`src/rtl/cordic_vec_scheduler_pkg.sv`:
```
// cordic_vec_scheduler_pkg: widths and helpers shared by the CORDIC scheduler slice.
package cordic_vec_scheduler_pkg;

  localparam int unsigned WORD_WIDTH     = 16;
  localparam int unsigned PHASE_WIDTH    = 16;  // unsigned U(9,7) degrees
  localparam int unsigned ITERATIONS     = 16;
  localparam int unsigned CORDIC_LATENCY = ITERATIONS - 1;

  typedef logic [WORD_WIDTH-1:0]  word_t;
  typedef logic [PHASE_WIDTH-1:0] phase_t;

  function automatic int unsigned id_width(input int unsigned num_req);
    return (num_req > 1) ? $clog2(num_req) : 1;
  endfunction

endpackage

```
`src/rtl/cordic_vec_scheduler_if.sv`:
```
// cordic_vec_scheduler_if: requester operand bus and result bus of the CORDIC scheduler.
interface cordic_vec_scheduler_if #(
  parameter int unsigned NUM_REQ = 4,
  parameter int unsigned ID_W    = 2
);
  import cordic_vec_scheduler_pkg::*;

  logic [NUM_REQ-1:0]            req_valid;
  logic [NUM_REQ-1:0]            req_ready;
  logic [NUM_REQ*WORD_WIDTH-1:0] req_x;
  logic [NUM_REQ*WORD_WIDTH-1:0] req_y;
  logic                          res_valid;
  logic [ID_W-1:0]               res_id;
  phase_t                        res_phase;

  modport master (
    output req_valid, req_x, req_y,
    input  req_ready, res_valid, res_id, res_phase
  );

  modport slave (
    input  req_valid, req_x, req_y,
    output req_ready, res_valid, res_id, res_phase
  );

endinterface

```
`src/rtl/cordic_vec_scheduler_rr_arbiter.sv`:
```
// cordic_vec_scheduler_rr_arbiter: combinational round-robin pick, scanning from i_rr_ptr upward.
module cordic_vec_scheduler_rr_arbiter #(
  parameter int unsigned NUM_REQ = 4,
  parameter int unsigned ID_W    = 2
) (
  input  logic [NUM_REQ-1:0] i_eligible,
  input  logic [ID_W-1:0]    i_rr_ptr,
  output logic [NUM_REQ-1:0] o_grant,
  output logic [ID_W-1:0]    o_grant_idx,
  output logic               o_grant_any
);

  logic [ID_W-1:0] w_idx;

  // First eligible requester at or after the pointer wins.
  always_comb begin
    o_grant     = '0;
    o_grant_idx = '0;
    o_grant_any = 1'b0;
    w_idx       = '0;
    for (int unsigned k = 0; k < NUM_REQ; k++) begin
      w_idx = ID_W'((32'(i_rr_ptr) + k) % NUM_REQ);
      if (!o_grant_any && i_eligible[w_idx]) begin
        o_grant[w_idx] = 1'b1;
        o_grant_idx    = w_idx;
        o_grant_any    = 1'b1;
      end
    end
  end

endmodule

```
`src/rtl/cordic_vec_scheduler.sv`:
```
// cordic_vec_scheduler: shares one pipelined vectoring CORDIC among NUM_REQ requesters with
// round-robin arbitration, an in-flight tag pipe and per-requester credit limits.
// Optional statistics counters: define CORDIC_SCHED_STATS_EN.
module cordic_vec_scheduler
  import cordic_vec_scheduler_pkg::*;
#(
  parameter int unsigned NUM_REQ      = 4,
  parameter int unsigned PIPE_LATENCY = CORDIC_LATENCY,
  parameter int unsigned MAX_OUT      = 4,
  parameter int unsigned ID_W         = id_width(NUM_REQ)
) (
  input  logic                  clk,
  input  logic                  rst_n,
  input  logic                  i_flush,
  cordic_vec_scheduler_if.slave io_bus,
  output word_t                 o_cor_x,
  output word_t                 o_cor_y,
  input  phase_t                i_cor_z
`ifdef CORDIC_SCHED_STATS_EN
  ,
  output logic [31:0]           o_stat_ops,
  output logic [31:0]           o_stat_stall
`endif
);

  localparam int unsigned CNT_W = $clog2(MAX_OUT + 1);

  logic [ID_W-1:0]         r_rr_ptr;
  word_t                   r_cor_x, r_cor_y;
  logic [CNT_W-1:0]        r_cnt [NUM_REQ];
  logic [PIPE_LATENCY-1:0] r_tag_vld;
  logic [ID_W-1:0]         r_tag_id [PIPE_LATENCY];
  logic                    r_res_valid;
  logic [ID_W-1:0]         r_res_id;
  phase_t                  r_res_phase;

  logic [NUM_REQ-1:0] w_eligible, w_grant, w_inc, w_dec;
  logic [ID_W-1:0]    w_grant_idx, w_next_ptr, w_issue_id;
  logic               w_grant_any, w_accept, w_issue;
  word_t              w_sel_x, w_sel_y;

  // A requester competes only while it has credit left.
  always_comb begin
    w_eligible = '0;
    for (int i = 0; i < NUM_REQ; i++) begin
      w_eligible[i] = io_bus.req_valid[i] & (r_cnt[i] < CNT_W'(MAX_OUT));
    end
  end

  cordic_vec_scheduler_rr_arbiter #(
    .NUM_REQ (NUM_REQ),
    .ID_W    (ID_W)
  ) u_arb (
    .i_eligible  (w_eligible),
    .i_rr_ptr    (r_rr_ptr),
    .o_grant     (w_grant),
    .o_grant_idx (w_grant_idx),
    .o_grant_any (w_grant_any)
  );

  // Reset also blocks accepts so nothing is taken while state is being cleared.
  assign w_accept         = w_grant_any & ~i_flush & rst_n;
  assign io_bus.req_ready = w_grant & {NUM_REQ{~i_flush & rst_n}};
  assign w_issue          = r_tag_vld[PIPE_LATENCY-1];
  assign w_issue_id       = r_tag_id[PIPE_LATENCY-1];
  assign w_next_ptr       = (w_grant_idx == ID_W'(NUM_REQ - 1)) ? '0 : w_grant_idx + ID_W'(1);
  assign w_inc            = w_grant & {NUM_REQ{w_accept}};

  // Operand mux and per-requester credit return decode.
  always_comb begin
    w_sel_x = '0;
    w_sel_y = '0;
    w_dec   = '0;
    for (int i = 0; i < NUM_REQ; i++) begin
      if (w_grant[i]) begin
        w_sel_x = io_bus.req_x[i*WORD_WIDTH +: WORD_WIDTH];
        w_sel_y = io_bus.req_y[i*WORD_WIDTH +: WORD_WIDTH];
      end
    end
    if (w_issue) w_dec[w_issue_id] = 1'b1;
  end

  // Operand registers and round-robin pointer advance only on accept.
  always_ff @(posedge clk or negedge rst_n) begin
    if (!rst_n) begin
      r_rr_ptr <= '0;
      r_cor_x  <= '0;
      r_cor_y  <= '0;
    end else if (w_accept) begin
      r_rr_ptr <= w_next_ptr;
      r_cor_x  <= w_sel_x;
      r_cor_y  <= w_sel_y;
    end
  end

  // Tag pipe mirrors the CORDIC stages; it never stalls and flush drops every tag.
  always_ff @(posedge clk or negedge rst_n) begin
    if (!rst_n) begin
      r_tag_vld <= '0;
      for (int s = 0; s < PIPE_LATENCY; s++) r_tag_id[s] <= '0;
    end else begin
      r_tag_vld   <= {r_tag_vld[PIPE_LATENCY-2:0], w_accept} & {PIPE_LATENCY{~i_flush}};
      r_tag_id[0] <= w_grant_idx;
      for (int s = 1; s < PIPE_LATENCY; s++) r_tag_id[s] <= r_tag_id[s-1];
    end
  end

  // Credit counters: accept takes one, result issue returns one; both at once cancel.
  always_ff @(posedge clk or negedge rst_n) begin
    if (!rst_n) begin
      for (int i = 0; i < NUM_REQ; i++) r_cnt[i] <= '0;
    end else if (i_flush) begin
      for (int i = 0; i < NUM_REQ; i++) r_cnt[i] <= '0;
    end else begin
      for (int i = 0; i < NUM_REQ; i++) begin
        if (w_inc[i] && !w_dec[i]) r_cnt[i] <= r_cnt[i] + CNT_W'(1);
        else if (w_dec[i] && !w_inc[i]) r_cnt[i] <= r_cnt[i] - CNT_W'(1);
      end
    end
  end

  // Result register captures the CORDIC phase when the oldest tag is valid.
  always_ff @(posedge clk or negedge rst_n) begin
    if (!rst_n) begin
      r_res_valid <= 1'b0;
      r_res_id    <= '0;
      r_res_phase <= '0;
    end else begin
      r_res_valid <= w_issue & ~i_flush;
      if (w_issue && !i_flush) begin
        r_res_id    <= w_issue_id;
        r_res_phase <= i_cor_z;
      end
    end
  end

  assign o_cor_x          = r_cor_x;
  assign o_cor_y          = r_cor_y;
  assign io_bus.res_valid = r_res_valid;
  assign io_bus.res_id    = r_res_id;
  assign io_bus.res_phase = r_res_phase;

`ifdef CORDIC_SCHED_STATS_EN
  logic [31:0] r_stat_ops, r_stat_stall;

  // Free-running wrap-around counters; flush does not touch them.
  always_ff @(posedge clk or negedge rst_n) begin
    if (!rst_n) begin
      r_stat_ops   <= '0;
      r_stat_stall <= '0;
    end else begin
      if (w_accept) r_stat_ops <= r_stat_ops + 32'd1;
      if ((|io_bus.req_valid) && !w_accept) r_stat_stall <= r_stat_stall + 32'd1;
    end
  end

  assign o_stat_ops   = r_stat_ops;
  assign o_stat_stall = r_stat_stall;
`endif

endmodule

```
`src/flat_wrapper.sv`:
```
// flat-port wrapper written by rule: the top's interface ports become plain ports
module cordic_vec_scheduler_flat import cordic_vec_scheduler_pkg::*;
#(
  parameter int unsigned NUM_REQ      = 4,
  parameter int unsigned PIPE_LATENCY = CORDIC_LATENCY,
  parameter int unsigned MAX_OUT      = 4,
  parameter int unsigned ID_W         = id_width(NUM_REQ)
)
  (clk, rst_n, i_flush, o_cor_x, o_cor_y, i_cor_z, io_bus_req_valid, io_bus_req_x, io_bus_req_y, io_bus_req_ready, io_bus_res_valid, io_bus_res_id, io_bus_res_phase);
  cordic_vec_scheduler_if #(.NUM_REQ(NUM_REQ), .ID_W(ID_W)) io_bus_i ();
  input  logic clk;
  input  logic rst_n;
  input  logic i_flush;
  output word_t o_cor_x;
  output word_t o_cor_y;
  input  phase_t i_cor_z;
  input wire logic [$bits(io_bus_i.req_valid)-1:0] io_bus_req_valid;
  input wire logic [$bits(io_bus_i.req_x)-1:0] io_bus_req_x;
  input wire logic [$bits(io_bus_i.req_y)-1:0] io_bus_req_y;
  output wire logic [$bits(io_bus_i.req_ready)-1:0] io_bus_req_ready;
  output wire logic [$bits(io_bus_i.res_valid)-1:0] io_bus_res_valid;
  output wire logic [$bits(io_bus_i.res_id)-1:0] io_bus_res_id;
  output wire logic [$bits(io_bus_i.res_phase)-1:0] io_bus_res_phase;
  assign io_bus_i.req_valid = io_bus_req_valid;
  assign io_bus_i.req_x = io_bus_req_x;
  assign io_bus_i.req_y = io_bus_req_y;
  assign io_bus_req_ready = io_bus_i.req_ready;
  assign io_bus_res_valid = io_bus_i.res_valid;
  assign io_bus_res_id = io_bus_i.res_id;
  assign io_bus_res_phase = io_bus_i.res_phase;
  cordic_vec_scheduler #(.NUM_REQ(NUM_REQ), .PIPE_LATENCY(PIPE_LATENCY), .MAX_OUT(MAX_OUT), .ID_W(ID_W)) u_core (.clk(clk), .rst_n(rst_n), .i_flush(i_flush), .io_bus(io_bus_i), .o_cor_x(o_cor_x), .o_cor_y(o_cor_y), .i_cor_z(i_cor_z));
endmodule
```
`config.mk`:
```
export PLATFORM = sky130hd
export DESIGN_NAME = cordic_vec_scheduler_flat
export DESIGN_NICKNAME = d
export VERILOG_FILES = /design/src/rtl/cordic_vec_scheduler_pkg.sv /design/src/rtl/cordic_vec_scheduler_if.sv /design/src/rtl/cordic_vec_scheduler_rr_arbiter.sv /design/src/rtl/cordic_vec_scheduler.sv /design/src/flat_wrapper.sv
export SDC_FILE = /design/constraint.sdc
export NUM_CORES = 1
export LEC_CHECK = 0
export BUFFER_PORTS_ARGS = -buffer_cell sky130_fd_sc_hd__buf_2
export CAP_MARGIN = 15
export CELL_PAD_IN_SITES_DETAIL_PLACEMENT = 1
export CELL_PAD_IN_SITES_GLOBAL_PLACEMENT = 2
export CORE_MARGIN = 1.5
export CORE_UTILIZATION = 30
export CTS_CLUSTER_DIAMETER = 40
export DETAILED_ROUTE_END_ITERATION = 10
export PLACE_DENSITY_LB_ADDON = 0.1
export SYNTH_ARGS = -nofsm -noshare
export SYNTH_HDL_FRONTEND = slang
export SYNTH_HIERARCHICAL = 1
export SYNTH_SLANG_ARGS = --single-unit
```
`constraint.sdc`:
```
create_clock -name clk -period 6.1 [get_ports clk]
set_clock_uncertainty 0.1 [all_clocks]
set_input_delay 0.305 -clock clk [delete_from_list [all_inputs] [get_ports clk]]
set_output_delay 0.305 -clock clk [all_outputs]
set_load 0.01 [all_outputs]
```
# Word-level counts from Yosys, hierarchy flattened
# Cells that the tools add are included.
[word_totals]
ff_bits = 110
in_bits = 151
out_inout_bits = 55
[op_classes]
muxes = 49
n_bitwise = 15
n_reduce_logical = 33
order_cmp = 14
eq_ne = 1
addsub = 12
[ops]
columns = ["operator", "count"]
rows = [
  ["16-bit 2-to-1 mux", 8],
  ["3-bit 2-to-1 mux", 8],
  ["4-bit 2-to-1 mux", 5],
  ["1-bit logical AND", 17],
  ["15-bit bitwise AND", 1],
  ["2-bit by 3-bit < comparator with 1-bit output, second input constant", 5],
  ["1-bit 2-to-1 mux", 13],
  ["3-bit by 1-bit adder with 3-bit output, second input constant", 4],
  ["1-bit zero test", 12],
  ["3-bit < comparator, second input constant", 4],
  ["12-bit 2-to-1 mux", 1],
  ["4-bit bitwise OR", 3],
  ["3-bit nonzero test", 4],
  ["3-bit by 1-bit subtractor with 3-bit output, second input constant", 4],
  ["1-bit demux with 2-bit select", 5],
  ["2-bit by 1-bit >= comparator with 1-bit output, second input constant", 5],
  ["2-bit 2-to-1 mux", 5],
  ["1-bit bitwise AND", 8],
  ["4-bit bitwise AND", 2],
  ["1-bit binary-select mux with 2-bit select", 4],
  ["2-bit by 1-bit adder with 2-bit output, second input constant", 2],
  ["2-bit adder, second input constant", 2],
  ["2-bit == test, second input constant", 1],
  ["1-bit inverter", 1],
]

# Depth between registers and ports, before layout
# Gate-level depths: netlist (run 1).
[logic_depth]
word_depth = 22
ltp_mapped = 15
depth_no_buf = 13

# Hierarchy
# The synthesis (run 1) kept the hierarchy.
[modules_own_cells]
columns = ["mod", "seq_area_each_um2", "instances", "area_per_inst_um2", "cells_each"]
rows = [
  ["cordic_vec_scheduler", 2752.6, 1, 4984.8, 453],
  ["cordic_vec_scheduler_rr_arbiter", 0.0, 1, 419.2, 45],
]

# Worst setup path after synthesis (run 1)
# OpenSTA, ideal clock, no wires.
[synth_path]
path_type = "reg2reg"
from = "reg u_core.r_rr_ptr[0]"
to = "reg u_core/r_cnt[2] (netlist bit)"
path_buffers = 2
synth_period_minus_slack_ns = 3.343
required_ns = 5.879
path_stages_with_launch = 16
path_slack_ns = 2.757
arrival_ns = 3.121
path_cell_list = "dfrtp_1 -> buf_6 -> inv_1 -> ha_1 -> mux4_2 -> buf_6 -> and2b_2 -> a22oi_1 -> o21ai_0 -> and4b_1 -> and2_1 -> fa_1 -> a31o_2 -> mux2i_1 -> xnor2_1 -> nor2_1"
[synth_between]
elab_cells_between_ends = 57
classes_between = "add/sub: 3; order compare: 8; mux: 26; bitwise: 6; reduce/logical: 14"
[synth_lines]
columns = ["item", "line", "text"]
rows = [
  ["start, declared", "cordic_vec_scheduler.sv:28", "logic [ID_W-1:0] r_rr_ptr;"],
  ["start signal, assigned", "cordic_vec_scheduler.sv:90", "r_rr_ptr <= w_next_ptr;"],
  ["branches (longest 11 deep; another with 2-bit by 3-bit < comparator with 1-bit output)", "-", ""],
  ["4-bit 2-to-1 mux *", "cordic_vec_scheduler_rr_arbiter.sv:23", "if (!o_grant_any && i_eligible[w_idx]) begin"],
  ["via u_core.w_grant[3]", "cordic_vec_scheduler.sv:37", "logic [NUM_REQ-1:0] w_eligible, w_grant, w_inc, w_dec;"],
  ["4-bit bitwise AND *", "cordic_vec_scheduler.sv:67", "assign w_inc = w_grant & {NUM_REQ{w_accept}};"],
  ["1-bit logical AND / 1-bit zero test (equally long branches)", "cordic_vec_scheduler.sv:116, cordic_vec_scheduler.sv:117", ""],
  ["3-bit 2-to-1 mux / 1-bit logical AND (equally long branches)", "cordic_vec_scheduler.sv:116, cordic_vec_scheduler.sv:117", ""],
  ["12-bit 2-to-1 mux / 3-bit nonzero test (equally long branches)", "-", ""],
  ["end signal, assigned by index", "cordic_vec_scheduler.sv:116", "if (w_inc[i] && !w_dec[i]) r_cnt[i] <= r_cnt[i] + CNT_W'(1);"],
  ["end signal, assigned by index", "cordic_vec_scheduler.sv:117", "else if (w_dec[i] && !w_inc[i]) r_cnt[i] <= r_cnt[i] - CNT_W'(1);"],
  ["end, declared", "cordic_vec_scheduler.sv:30", "logic [CNT_W-1:0] r_cnt [NUM_REQ];"],
]
# Mark *: on every way through the listed nets, which the timed path passes. The select of a mux whose other input is x is not followed.
# A chain may end at the register's enable or synchronous reset.

# Final worst setup path (run 1)
[layout_path]
from = "reg u_core.r_rr_ptr[0]"
to = "reg u_core/r_cnt[7] (netlist bit)"
# The elaborated chain is that of the path after synthesis.

==> results of run 1 <==
## cells in the mapped netlist, drive strengths merged (9+ instances only)
library cell,number
a211o,31
a221oi,31
a22oi,9
a31oi,31
buf,26
clkbuf,11
dfrtp,110
inv,44
mux2,22
nand2,36
nor2,47
nor2b,21
nor3,10
xnor2,9
## how the worst max path moves through the flow
stage                       to               start  cells past startpoint
2_1_floorplan  u_core/r_cnt[2]  u_core/r_rr_ptr[0]                     15
3_3_place_gp   u_core/r_cnt[7]  u_core/r_rr_ptr[0]                     12
3_5_place_dp   u_core/r_cnt[7]  u_core/r_rr_ptr[0]                     12
4_1_cts        u_core/r_cnt[7]  u_core/r_rr_ptr[0]                     12
5_1_grt        u_core/r_cnt[7]  u_core/r_rr_ptr[0]                     12
6_report       u_core/r_cnt[7]  u_core/r_rr_ptr[0]                     12
## logic make-up (layout without fill, tap and decap cells)
family	Yosys count	in the layout	share of synthesized area, %
AOI/OAI and AO/OA	124	124	17.6
xor gates and xnor gates	9	9	1.88
adders and majority gates	10	10	2.87
buffers and inverters	81	269	7.22
DFF	110	110	50.9
muxes	28	28	6.90
and+or+nand+nor	136	136	12.6
## final cells by class
type / instances / area share [%]
multi-input combinational: 307 / 33.6
clock buffer: 9 / 3.29
tap: 225 / 4.11
clock inverter: 6 / 0.822
timing repair buffer: 210 / 15.6
sequential: 110 / 40.2
inverter: 44 / 2.41
## metrics by stage
stage	worst slack [ps]	cells	hold slack (ps)	util, %	area [µm²]
2_1_floorplan	2760	498	-90.6	-	5400
3_3_place_gp	1860	895	232	37.5	6560
3_5_place_dp	1740	895	236	37.5	6560
4_1_cts	1710	911	55.4	39.2	6850
5_1_grt	1360	911	52.5	39.2	6850
6_report	1670	911	68.4	39.2	6850
## worst max-delay path: stages, from the launching register on
cell,delay [ps]
dfrtp_1,650
inv_1,170
ha_1,380
mux4_2,440
and2b_2,310
a22oi_1,100
o21ai_4,890
nand4b_1,370
nor2_1,220
fa_1,430
nor2_1,90
nand2_1,70
o31ai_1,100
## layout by cell type (no fill, tap or decap), types with 9 or more instances in the layout
master and count:
buf_2 204, dfrtp_1 110, nor2_1 47, inv_1 44, nand2_1 36, a221oi_1 31
a211o_1 31, a31oi_1 31, nor2b_1 18, mux2_2 15, nor3_1 10, clkbuf_16 9
a22oi_1 9
## sequential cells by signal, indices dropped and copies added, names as in the netlist
register,flops
u_core/o_cor_y,16
u_core/r_tag_id,28
u_core/w_issue_id,2
u_core/r_tag_vld,15
u_core/r_rr_ptr,2
u_core/io_bus.res_id,2
u_core/o_cor_x,16
u_core/r_cnt,12
u_core/io_bus.res_phase,16
u_core/io_bus.res_valid,1
## where the power goes
part | internal [µW] | switching (µW) | total [µW]
logic | 732 | 1010 | 1740
clock network | 282 | 282 | 564
registers | 960 | 131 | 1090
## metal layers
layer  vias up  wire (µm)  track usage (%)
met4         4        224             5.32
li1       2137          -                -
met5         -         29                0
met2       133       7840             29.4
met1      2217       6460             20.3
met3        20       1290             7.10
==> summary.md, run 1 <==
| Metric | Value |
|---|---|
| Post-synth EDFFs | 0 |
| Register area | approximately 2800 µm² |
| Fillers | 2,029 |
| TritonCTS buffer count | 9 |
| Top cells by area, synth | dfrtp_1 51%, a211o_1 5.0%, a221oi_1 5.0% |
| Antenna-violating nets left | 0 |
| MaxCap Viol Count | 0 |
| HPWL after DPL | around 11,000 µm |
| Total routed wirelength | 15,800 µm |
| CP Max Fanout | 36 |
| Num rows | 48 |
| Setup TNS | 0 ps |
| Die W | ~140 µm |
| DR pass1 iterations | 4 |
| Routability cong. | 0.761 |
| Synth warnings | 6 |
| Slew Viols, Final | 0 |
| Minimum clock period | 4430 ps |
| CTS resizes | 0 |
| Ys async rst share | 100% |
| Type of element capturing the critical path | flop |
| Ys flop type | dfrtp_1 |
| Run status | complete, no violations |
| Pin count of the biggest net entering global routing | 70 |
| Clock Sinks | 110 |
| Total setup buffers inserted after CTS | 0 |
| Synth Register Bits | 110 |
| First-pass GRT wire length | 24,900 µm |
| Clock-pin slew of the registers on the worst-case setup and hold paths | approximately 80 ps |
| Max rail drop VDD | 209 µV |
| Core area | 17,500 µm² |
| CTS tree | yes |
| Critical Path RT | 6250 ps |
| Hold Path Class | input pin to flop |
| Worst setup SP type | flop |
| Routed vias | 4,511 |
| Finish-stage setup viols | 0 |
| Die height | 137 µm |
| Fmax | around 230 MHz |
| Power per cell area | ~500 nW/µm² |
| Tot GR Track Use | between 10% and 20% |
| Initial antenna violation count | 2 |
| First DRT Iteration DRCs | between 100 and 150 |
| Fraction of layout cells with a size suffix above 1 | 37.5% |
| DRC viols | 0 |
| Start of the worst register-to-register path | u_core/r_rr_ptr[0] |
| RSZ-0062 raised after global routing | no |
| Diode count | 0 |
| Leading area contributor after synthesis | dfrtp_1 |
| Final Hold Viols | 0 |
| Ports | approximately 200 |
| H-tree levels | 3 |
| Clock Path Buffers | 2 |
| Setup CP Type | flop to flop |
| P_leak | 0.00340 µW |
| WL/cell | 17.4 µm |
| Die area | 18,800 µm² |
| CP arrival | about 4600 ps |
| Clock latency on the worst-skew pair | 360 ps |
| Part of the cycle the worst path needs | 72.6% |
| Hold Path Stages | 2 |
| Area growth, synth to finish | 26.7% |
| Hold_sp | i_cor_z[10] |
| Mapped Area | 5400 µm² |
| Remaining Overflow, GRT | 0 |
| Worst-margin pin slew | 1140 ps |
| Via/cell ratio | 4.95 |
| Fin nets | 843 |
| Cell count after synthesis | 498 |
| Root Driver | clkbuf_16 |
| Area of the multi-input gates | 2300 µm² |
| Port Buffers | 205 |
| Relative slew slack | 23.6% |
| Yosys top cell area share | approximately 51% |
| Share of the yosys chip area belonging to registers | between 50% and 60% |
| Syn Area/Cell | 10.9 µm² |
| Initial Util | 30.9% |
| Pwr Total | 3400 µW |
| Vias in the first global route | 4,843 |
| Netlist cell types | 47 |
| Post-Syn Nets | 659 |
| Worst Hold End | u_core/io_bus.res_phase[10] |
| FF-to-FF End | u_core/r_cnt[7] |
| Worst reg-to-reg path cell count | 12 |
| Reg2reg setup slack | 1670 ps |
| CTS Hold Bufs | 1 |
Power figures use the tool's default switching activity.
==> run 2: changes to the inputs <==
--- a/config.mk
+++ b/config.mk
@@ -5,12 +5,13 @@
 export SDC_FILE = /design/constraint.sdc
 export NUM_CORES = 1
 export LEC_CHECK = 0
+export ABC_AREA = 1
 export BUFFER_PORTS_ARGS = -buffer_cell sky130_fd_sc_hd__buf_2
 export CAP_MARGIN = 15
 export CELL_PAD_IN_SITES_DETAIL_PLACEMENT = 1
 export CELL_PAD_IN_SITES_GLOBAL_PLACEMENT = 2
 export CORE_MARGIN = 1.5
-export CORE_UTILIZATION = 30
+export CORE_UTILIZATION = 28
 export CTS_CLUSTER_DIAMETER = 40
 export DETAILED_ROUTE_END_ITERATION = 10
 export PLACE_DENSITY_LB_ADDON = 0.1
==> constraint.sdc (replaced) <==
create_clock -name clk -period 4.18 [get_ports clk]
set_clock_uncertainty 0.1 [all_clocks]
set_input_delay 0.209 -clock clk [delete_from_list [all_inputs] [get_ports clk]]
set_output_delay 0.209 -clock clk [all_outputs]
set_load 0.01 [all_outputs]
==> summary.md, run 2 <==
| Metric | Value |
|---|---|
| Syn Area/Cell | 8.60 µm² (was 10.9 µm²) |
| Share of the yosys chip area belonging to registers | 51.5% (was 50.9%) |
| Worst Hold End | u_core/o_cor_x[4] (was u_core/io_bus.res_phase[10]) |
| Via/cell ratio | 4.86 (was 4.95) |
| Initial antenna violation count | 0 (was 2) |
| Reg2reg setup slack | 340 ps (was 1670 ps) |
| Post-route cell area | 7600 µm² (was 6850 µm²) |
| Largest register FFs | 28 (unchanged) |
| First-pass GRT wire length | 30,300 µm (was 24,900 µm) |
| Run status | complete, no violations (unchanged) |
| P_int | 2970 µW (was 1980 µW) |
| Cell count after synthesis | 621 (was 498) |
| Max rail drop VDD | 370 µV (was 209 µV) |
| Synth Register Bits | 110 (unchanged) |
| Top cells by area, synth | dfrtp_1 52%, nand2_1 11%, nand3_1 5.7% (was dfrtp_1 51%, a211o_1 5.0%, a221oi_1 5.0%) |
| Fin nets | 1,047 (was 843) |
| Total routed wirelength | 18,900 µm (was 15,800 µm) |
| Relative slew slack | 48.0% (was 23.6%) |
| Fillers | 2,248 (was 2,029) |
| Top reg by flops | u_core/r_tag_id (unchanged) |
| Die height | 141 µm (was 137 µm) |
| Clock power share | 15.2% (was 16.6%) |
| Mapped Area | 5340 µm² (was 5400 µm²) |
| Placed cell area | 6570 µm² (was 6560 µm²) |
| Fmax | 261 MHz (was 226 MHz) |
| Type of element capturing the critical path | flop (unchanged) |
| Worst reg-to-reg path cell count | 14 (was 12) |
| Combinational Power Share | 56.2% (was 51.3%) |
| Synth warnings | 6 (unchanged) |
| H-tree levels | 3 (unchanged) |
| Most frequent cells in the layout | 204 x buf_2, 163 x nand2_1, 110 x dfrtp_1, 74 x dlygate4sd3_1, 61 x nand3_1 (was 204 x buf_2, 110 x dfrtp_1, 47 x nor2_1, 44 x inv_1, 36 x nand2_1) |
| Area growth, synth to finish | 42.3% (was 26.7%) |
| Fraction of layout cells with a size suffix above 1 | 28.1% (was 37.5%) |
| Hold Path Stages | 3 (was 2) |
| Port Buffers | 205 (unchanged) |
| Most common cell after layout, fill and taps aside | buf_2 (unchanged) |
| Ports | 206 (unchanged) |
| Core area | 18,700 µm² (was 17,500 µm²) |
| Part of the cycle the worst path needs | 91.8% (was 72.6%) |
| Final Hold Viols | 0 (unchanged) |
| DR pass1 iterations | 4 (unchanged) |
| Start of the worst register-to-register path | u_core/r_rr_ptr[0] (unchanged) |
| Finish-stage setup viols | 0 (unchanged) |
| CP arrival | 3980 ps (was 4570 ps) |
| Hold Path Class | input pin to flop (unchanged) |
| Most common cell in the synthesized netlist | nand2_1 (was dfrtp_1) |
| Diode count | 0 (unchanged) |
| Pwr Total | 5510 µW (was 3400 µW) |
| Antenna-violating nets left | 0 (unchanged) |
| Routability cong. | 0.844 (was 0.761) |
| Core Util, Final | 40.6% (was 39.2%) |
| Setup CP Type | flop to flop (unchanged) |
| P_leak | 0.00403 µW (was 0.00340 µW) |
| TritonCTS buffer count | 9 (unchanged) |
| Sw Ratio | 46.1% (was 41.9%) |
| MaxCap Viol Count | 0 (unchanged) |
| Post-synth EDFFs | 0 (unchanged) |
| Vias in the first global route | 5,928 (was 4,843) |
| Initial Util | 28.6% (was 30.9%) |
| Power per cell area | 725 nW/µm² (was 496 nW/µm²) |
| Pin count of the biggest net entering global routing | 58 (was 70) |
| Worst-margin pin slew | 780 ps (was 1140 ps) |
| Netlist cell types | 32 (was 47) |
| Slew Viols, Final | 0 (unchanged) |
| CTS tree | yes (unchanged) |
| Num rows | 50 (was 48) |
| Worst setup SP type | flop (unchanged) |
| Reg power frac | 28.6% (was 32.1%) |
| Remaining Overflow, GRT | 0 (unchanged) |
| FF-to-FF End | u_core/o_cor_y[13] (was u_core/r_cnt[7]) |
| Area of the multi-input gates | 2220 µm² (was 2300 µm²) |
| Ys flop type | dfrtp_1 (unchanged) |
| WL/cell | 16.9 µm (was 17.4 µm) |
| Clock-pin slew of the registers on the worst-case setup and hold paths | 80 ps (about the same) |
| DRC viols | 0 (unchanged) |
| First DRT Iteration DRCs | 223 (was 136) |
| Die W | 141 µm (was 137 µm) |
| Root Driver | clkbuf_16 (unchanged) |
| RSZ-0062 raised after global routing | no (unchanged) |
| Minimum clock period | 3840 ps (was 4430 ps) |
| Synth top cells by count | 163 x nand2_1, 110 x dfrtp_1, 61 x nand3_1 (was 110 x dfrtp_1, 47 x nor2_1, 44 x inv_1) |
| Clock latency on the worst-skew pair | 360 ps (about the same) |
| Switching power | 2540 µW (was 1420 µW) |
| Setup TNS | 0 ps (unchanged) |
| Post-Syn Nets | 782 (was 659) |
| HPWL after DPL | 13,300 µm (was 11,400 µm) |
| Routed vias | 5,460 (was 4,511) |
| Yosys top cell area share | 51.5% (was 50.9%) |
| Total setup buffers inserted after CTS | 0 (unchanged) |
| Clock Sinks | 110 (unchanged) |
| Clock Path Buffers | 2 (unchanged) |
| Register area | 2750 µm² (unchanged) |
| Die area | 19,900 µm² (was 18,800 µm²) |
| CP Max Fanout | 32 (was 36) |
| Ys async rst share | 100% (unchanged) |
| Critical Path RT | 4320 ps (was 6250 ps) |
| Hold_sp | io_bus_req_x[36] (was i_cor_z[10]) |
| Tot GR Track Use | 19.6% (was 17.4%) |
| Leading area contributor after synthesis | dfrtp_1 (unchanged) |
==> run 2: cell types whose count changed in the layout (fill, tap and decap cells not counted), moves of 38 or more <==
cell | previous run | this run
nand2_1 | 36 | 163
dlygate4sd3_1 | 1 | 74
nand3_1 | 1 | 61
a21oi_1 | 4 | 42
==> run 2: area by class of cell <==
| type | instances | share of cell area (%) |
|---|---|---|
| clock buffers | 9 | 2.96 |
| clock inverters | 6 | 0.741 |
| inverters | 56 | 2.77 |
| multi-input cells | 420 | 29.2 |
| flip-flops and latches | 110 | 36.2 |
| well taps | 234 | 3.85 |
| repair buffers | 289 | 24.3 |
==> run 2: worst max-delay path by stage <==
stage                               to  slack, ps  cells past startpoint               start
floorplan             u_core/r_cnt[10]       1130                     17  u_core/r_rr_ptr[0]
finish              u_core/o_cor_y[13]        340                     14  u_core/r_rr_ptr[0]
global route        u_core/o_cor_y[13]          4                     14  u_core/r_rr_ptr[0]
global placement       u_core/r_cnt[5]        790                     15  u_core/r_rr_ptr[1]
CTS                 u_core/o_cor_y[13]        190                     14  u_core/r_rr_ptr[0]
detailed placement     u_core/r_cnt[5]        670                     15  u_core/r_rr_ptr[0]
==> run 2: metrics by stage <==
step / worst slack, ps / hold WS (ps) / instances
floorplan: 1130 / -187 / 621
global placement: 790 / -62.0 / 1035
detailed placement: 669 / -59.9 / 1035
CTS: 185 / 1.42 / 1124
global route: 3.80 / 2.97 / 1124
finish: 342 / 8.31 / 1124
==> run 2: repair_timing <==
action / in CTS / in global routing
endpoints found under the hold margin: 51 / 0
resized for setup: 0 / 2
hold buffers: 74 / 0
endpoints found under the setup margin: 0 / 25
==> run 2: critical path, cell delays in order (launching register included) <==
cell and delay, ps:
dfrtp_1 510, inv_2 180, ha_1 400, inv_1 110, nand2_1 90, nand2_2 60, nor2_4 240, nand4_1 290
nand3_4 290, buf_6 300, nor2_2 50, buf_4 270, o211ai_1 150, nand3_1 90, dlygate4sd3_1 570
==> run 2: power by group through the flow <==
| stage | clock [µW] | sequential (µW) | combinational, µW |
|---|---|---|---|
| after floorplan | 0 | 1620 | 1850 |
| after global placement | 0 | 1580 | 2710 |
| after detailed placement | 0 | 1590 | 2810 |
| after CTS | 882 | 1580 | 3100 |
| after global routing | 924 | 1620 | 3450 |
| final | 841 | 1580 | 3100 |
==> run 2: layer usage <==
metal,vias to the layer above,track usage [%],wire length [µm]
met5,-,0,0
met4,0,8.61,616
met3,35,4.89,1050
met2,167,34.6,9550
met1,2656,22.4,7730
li1,2602,-,-
==> run 2: kinds of logic (layout without fill, tap and decap cells) <==
| group | after synthesis | in the layout | synth area share [%] |
|---|---|---|---|
| AO/OA/AOI/OAI | 124 | 124 | 14.9 |
| XOR/XNOR | 2 | 2 | 0.328 |
| adder cells (fa/ha/maj) | 10 | 10 | 2.90 |
| buffers and inverters | 91 | 360 | 7.14 |
| flip-flops | 110 | 110 | 51.5 |
| AND/OR/NAND/NOR | 284 | 284 | 23.2 |
==> run 3: changes to the inputs <==
--- a/config.mk
+++ b/config.mk
@@ -10,7 +10,7 @@
 export CAP_MARGIN = 15
 export CELL_PAD_IN_SITES_DETAIL_PLACEMENT = 1
 export CELL_PAD_IN_SITES_GLOBAL_PLACEMENT = 2
-export CORE_MARGIN = 1.5
+export CORE_MARGIN = 2
 export CORE_UTILIZATION = 28
 export CTS_CLUSTER_DIAMETER = 40
 export DETAILED_ROUTE_END_ITERATION = 10
==> summary.md, run 3 (synthesis results as in run 2) <==
| Metric | Value |
|---|---|
| H-tree levels | 3 (unchanged) |
| Tot GR Track Use | 18.9% (was 19.6%) |
| Clock Sinks | 110 (unchanged) |
| Largest register FFs | 28 (unchanged) |
| Port Buffers | 205 (unchanged) |
| Core area | 18,700 µm² (unchanged) |
| Type of element capturing the critical path | flop (unchanged) |
| Ports | 206 (unchanged) |
| DRC viols | 0 (unchanged) |
| Area of the multi-input gates | 2210 µm² (was 2220 µm²) |
| HPWL after DPL | 13,300 µm (about the same) |
| MaxCap Viol Count | 0 (unchanged) |
| Pwr Total | 5380 µW (was 5510 µW) |
| Fin nets | 1,039 (was 1,047) |
| Slew Viols, Final | 0 (unchanged) |
| Total routed wirelength | 18,900 µm (about the same) |
| Critical Path RT | 4310 ps (was 4320 ps) |
| First DRT Iteration DRCs | 210 (was 223) |
| Worst setup SP type | flop (unchanged) |
| Routed vias | 5,364 (was 5,460) |
| Initial antenna violation count | 0 (unchanged) |
| Area growth, synth to finish | 40.4% (was 42.3%) |
| Placed cell area | 6550 µm² (was 6570 µm²) |
| Routability cong. | 0.866 (was 0.844) |
| CTS tree | yes (unchanged) |
| Hold slack final | 5.40 ps (was 8.31 ps) |
| Die area | 20,200 µm² (was 19,900 µm²) |
| Initial Util | 28.6% (unchanged) |
| RSZ-0062 raised after global routing | no (unchanged) |
| DR pass1 iterations | 4 (unchanged) |
| CP arrival | 3900 ps (was 3980 ps) |
| Fmax | 265 MHz (was 261 MHz) |
| Most common cell after layout, fill and taps aside | buf_2 (unchanged) |
| Setup TNS | 0 ps (unchanged) |
| Final Hold Viols | 0 (unchanged) |
| Fillers | 2,258 (was 2,248) |
| Setup CP Type | flop to flop (unchanged) |
| Diode count | 0 (unchanged) |
| TritonCTS buffer count | 9 (unchanged) |
| Clock latency on the worst-skew pair | 350 ps (was 360 ps) |
| Relative slew slack | 46.8% (was 48.0%) |
| Clock Path Buffers | 2 (unchanged) |
| Post-route cell area | 7500 µm² (was 7600 µm²) |
| Vias in the first global route | 5,842 (was 5,928) |
| Finish-stage setup viols | 0 (unchanged) |
| Max rail drop VDD | 534 µV (was 370 µV) |
| Num rows | 50 (unchanged) |
| Worst-margin pin slew | 798 ps (was 780 ps) |
| Fin cells | 1,116 (was 1,124) |
| Power per cell area | 717 nW/µm² (was 725 nW/µm²) |
| Remaining Overflow, GRT | 0 (unchanged) |
| Minimum clock period | 3770 ps (was 3840 ps) |
| Die height | 142 µm (was 141 µm) |
| Top reg by flops | u_core/r_tag_id (unchanged) |
| Part of the cycle the worst path needs | 90.1% (was 91.8%) |
| Most frequent cells in the layout | 204 x buf_2, 163 x nand2_1, 110 x dfrtp_1, 68 x dlygate4sd3_1, 61 x nand3_1 (was 204 x buf_2, 163 x nand2_1, 110 x dfrtp_1, 74 x dlygate4sd3_1, 61 x nand3_1) |
| Die W | 142 µm (was 141 µm) |
| First-pass GRT wire length | 30,000 µm (was 30,300 µm) |
| P_leak | 0.00398 µW (was 0.00403 µW) |
| Via/cell ratio | 4.81 (was 4.86) |
| Antenna-violating nets left | 0 (unchanged) |
| WL/cell | 17.0 µm (was 16.9 µm) |
| Hold Path Class | input pin to flop (unchanged) |
| CP Max Fanout | 34 (was 32) |
| Fraction of layout cells with a size suffix above 1 | 27.9% (was 28.1%) |
| Register area | 2750 µm² (unchanged) |
| Run status | complete, no violations (unchanged) |
| Root Driver | clkbuf_16 (unchanged) |
| Dpl cells | 1,033 (was 1,035) |
| Clock-pin slew of the registers on the worst-case setup and hold paths | 70 ps (was 80 ps) |
| Pin count of the biggest net entering global routing | 62 (was 58) |
-- run 3: changes by cell type in the layout (fill, tap and decap cells not counted), sizes merged --
cell,change
clkinvlp,-1
buf,-2
clkinv,-1
clkbuf,+3
dlygate4sd3,-6
inv,-1
-- run 3: per-layer routing --
layer | wire (µm) | global-route usage (%) | share of wire, % | vias to the layer above
li1 | - | - | - | 2577
met1 | 7780 | 22.6 | 41 | 2618
met2 | 9800 | 34.3 | 52 | 146
met3 | 1010 | 3.53 | 5.3 | 23
met4 | 339 | 6.05 | 1.8 | 0
met5 | 0 | 0 | 0 | -
-- run 3: report_power, final --
| group | internal (µW) | total (µW) | leakage [µW] | switching [µW] |
|---|---|---|---|---|
| registers | 1410 | 1570 | 0.00142 | 167 |
| logic | 1090 | 3000 | 0.00243 | 1910 |
| clock network | 419 | 806 | 0.000133 | 387 |
| total | 2910 | 5380 | 0.00398 | 2470 |
-- run 3: what timing repair did --
item	in CTS	in global routing
hold buffers	68	0
resized for setup	0	1
hold endpoints to repair	103	0
endpoints found under the setup margin	0	3
buffers inserted	0	0
-- run 3: final timing paths --
kind | start | endpoint | slack (ps) | cells past startpoint
worst min-delay path | io_bus_req_y[60] | u_core/o_cor_y[12] | 5 | 3
worst min register to register | u_core/r_tag_id[22] | u_core/r_tag_id[20] | 250 | 0
min in group asynchronous | rst_n | u_core/io_bus.res_phase[4] | 380 | 2
worst max register to register | u_core/r_rr_ptr[1] | u_core/o_cor_y[7] | 410 | 15
max in group asynchronous | rst_n | u_core/r_tag_id[16] | 2410 | 3
worst max-delay path | u_core/r_rr_ptr[1] | u_core/o_cor_y[7] | 410 | 15
-- run 3: layout make-up --
class | instances | area share (%)
tap | 234 | 3.90
sequential | 110 | 36.7
timing repair buffer | 281 | 23.6
clock buffer | 12 | 3.29
inverter | 56 | 2.80
multi-input combinational | 420 | 29.4
clock inverter | 3 | 0.250
-- run 3: critical path, cell delays in order, from the launching register on --
cell	delay (ps)
dfrtp_1	490
inv_1	190
ha_1	390
inv_1	110
nand3_1	100
nand2_1	50
nor2_1	360
a21oi_1	120
nand3_1	130
buf_4	290
inv_2	340
nand3_1	180
nand2_1	70
o211ai_1	80
nand2_1	70
dlygate4sd3_1	570
-- run 3: metrics by stage --
stage               util [%]  setup WS, ps
detailed placement      35.0           690
finish                  40.1           413
floorplan                  -          1130
CTS                     40.1           335
global placement        35.0           882
global route            40.1          63.0
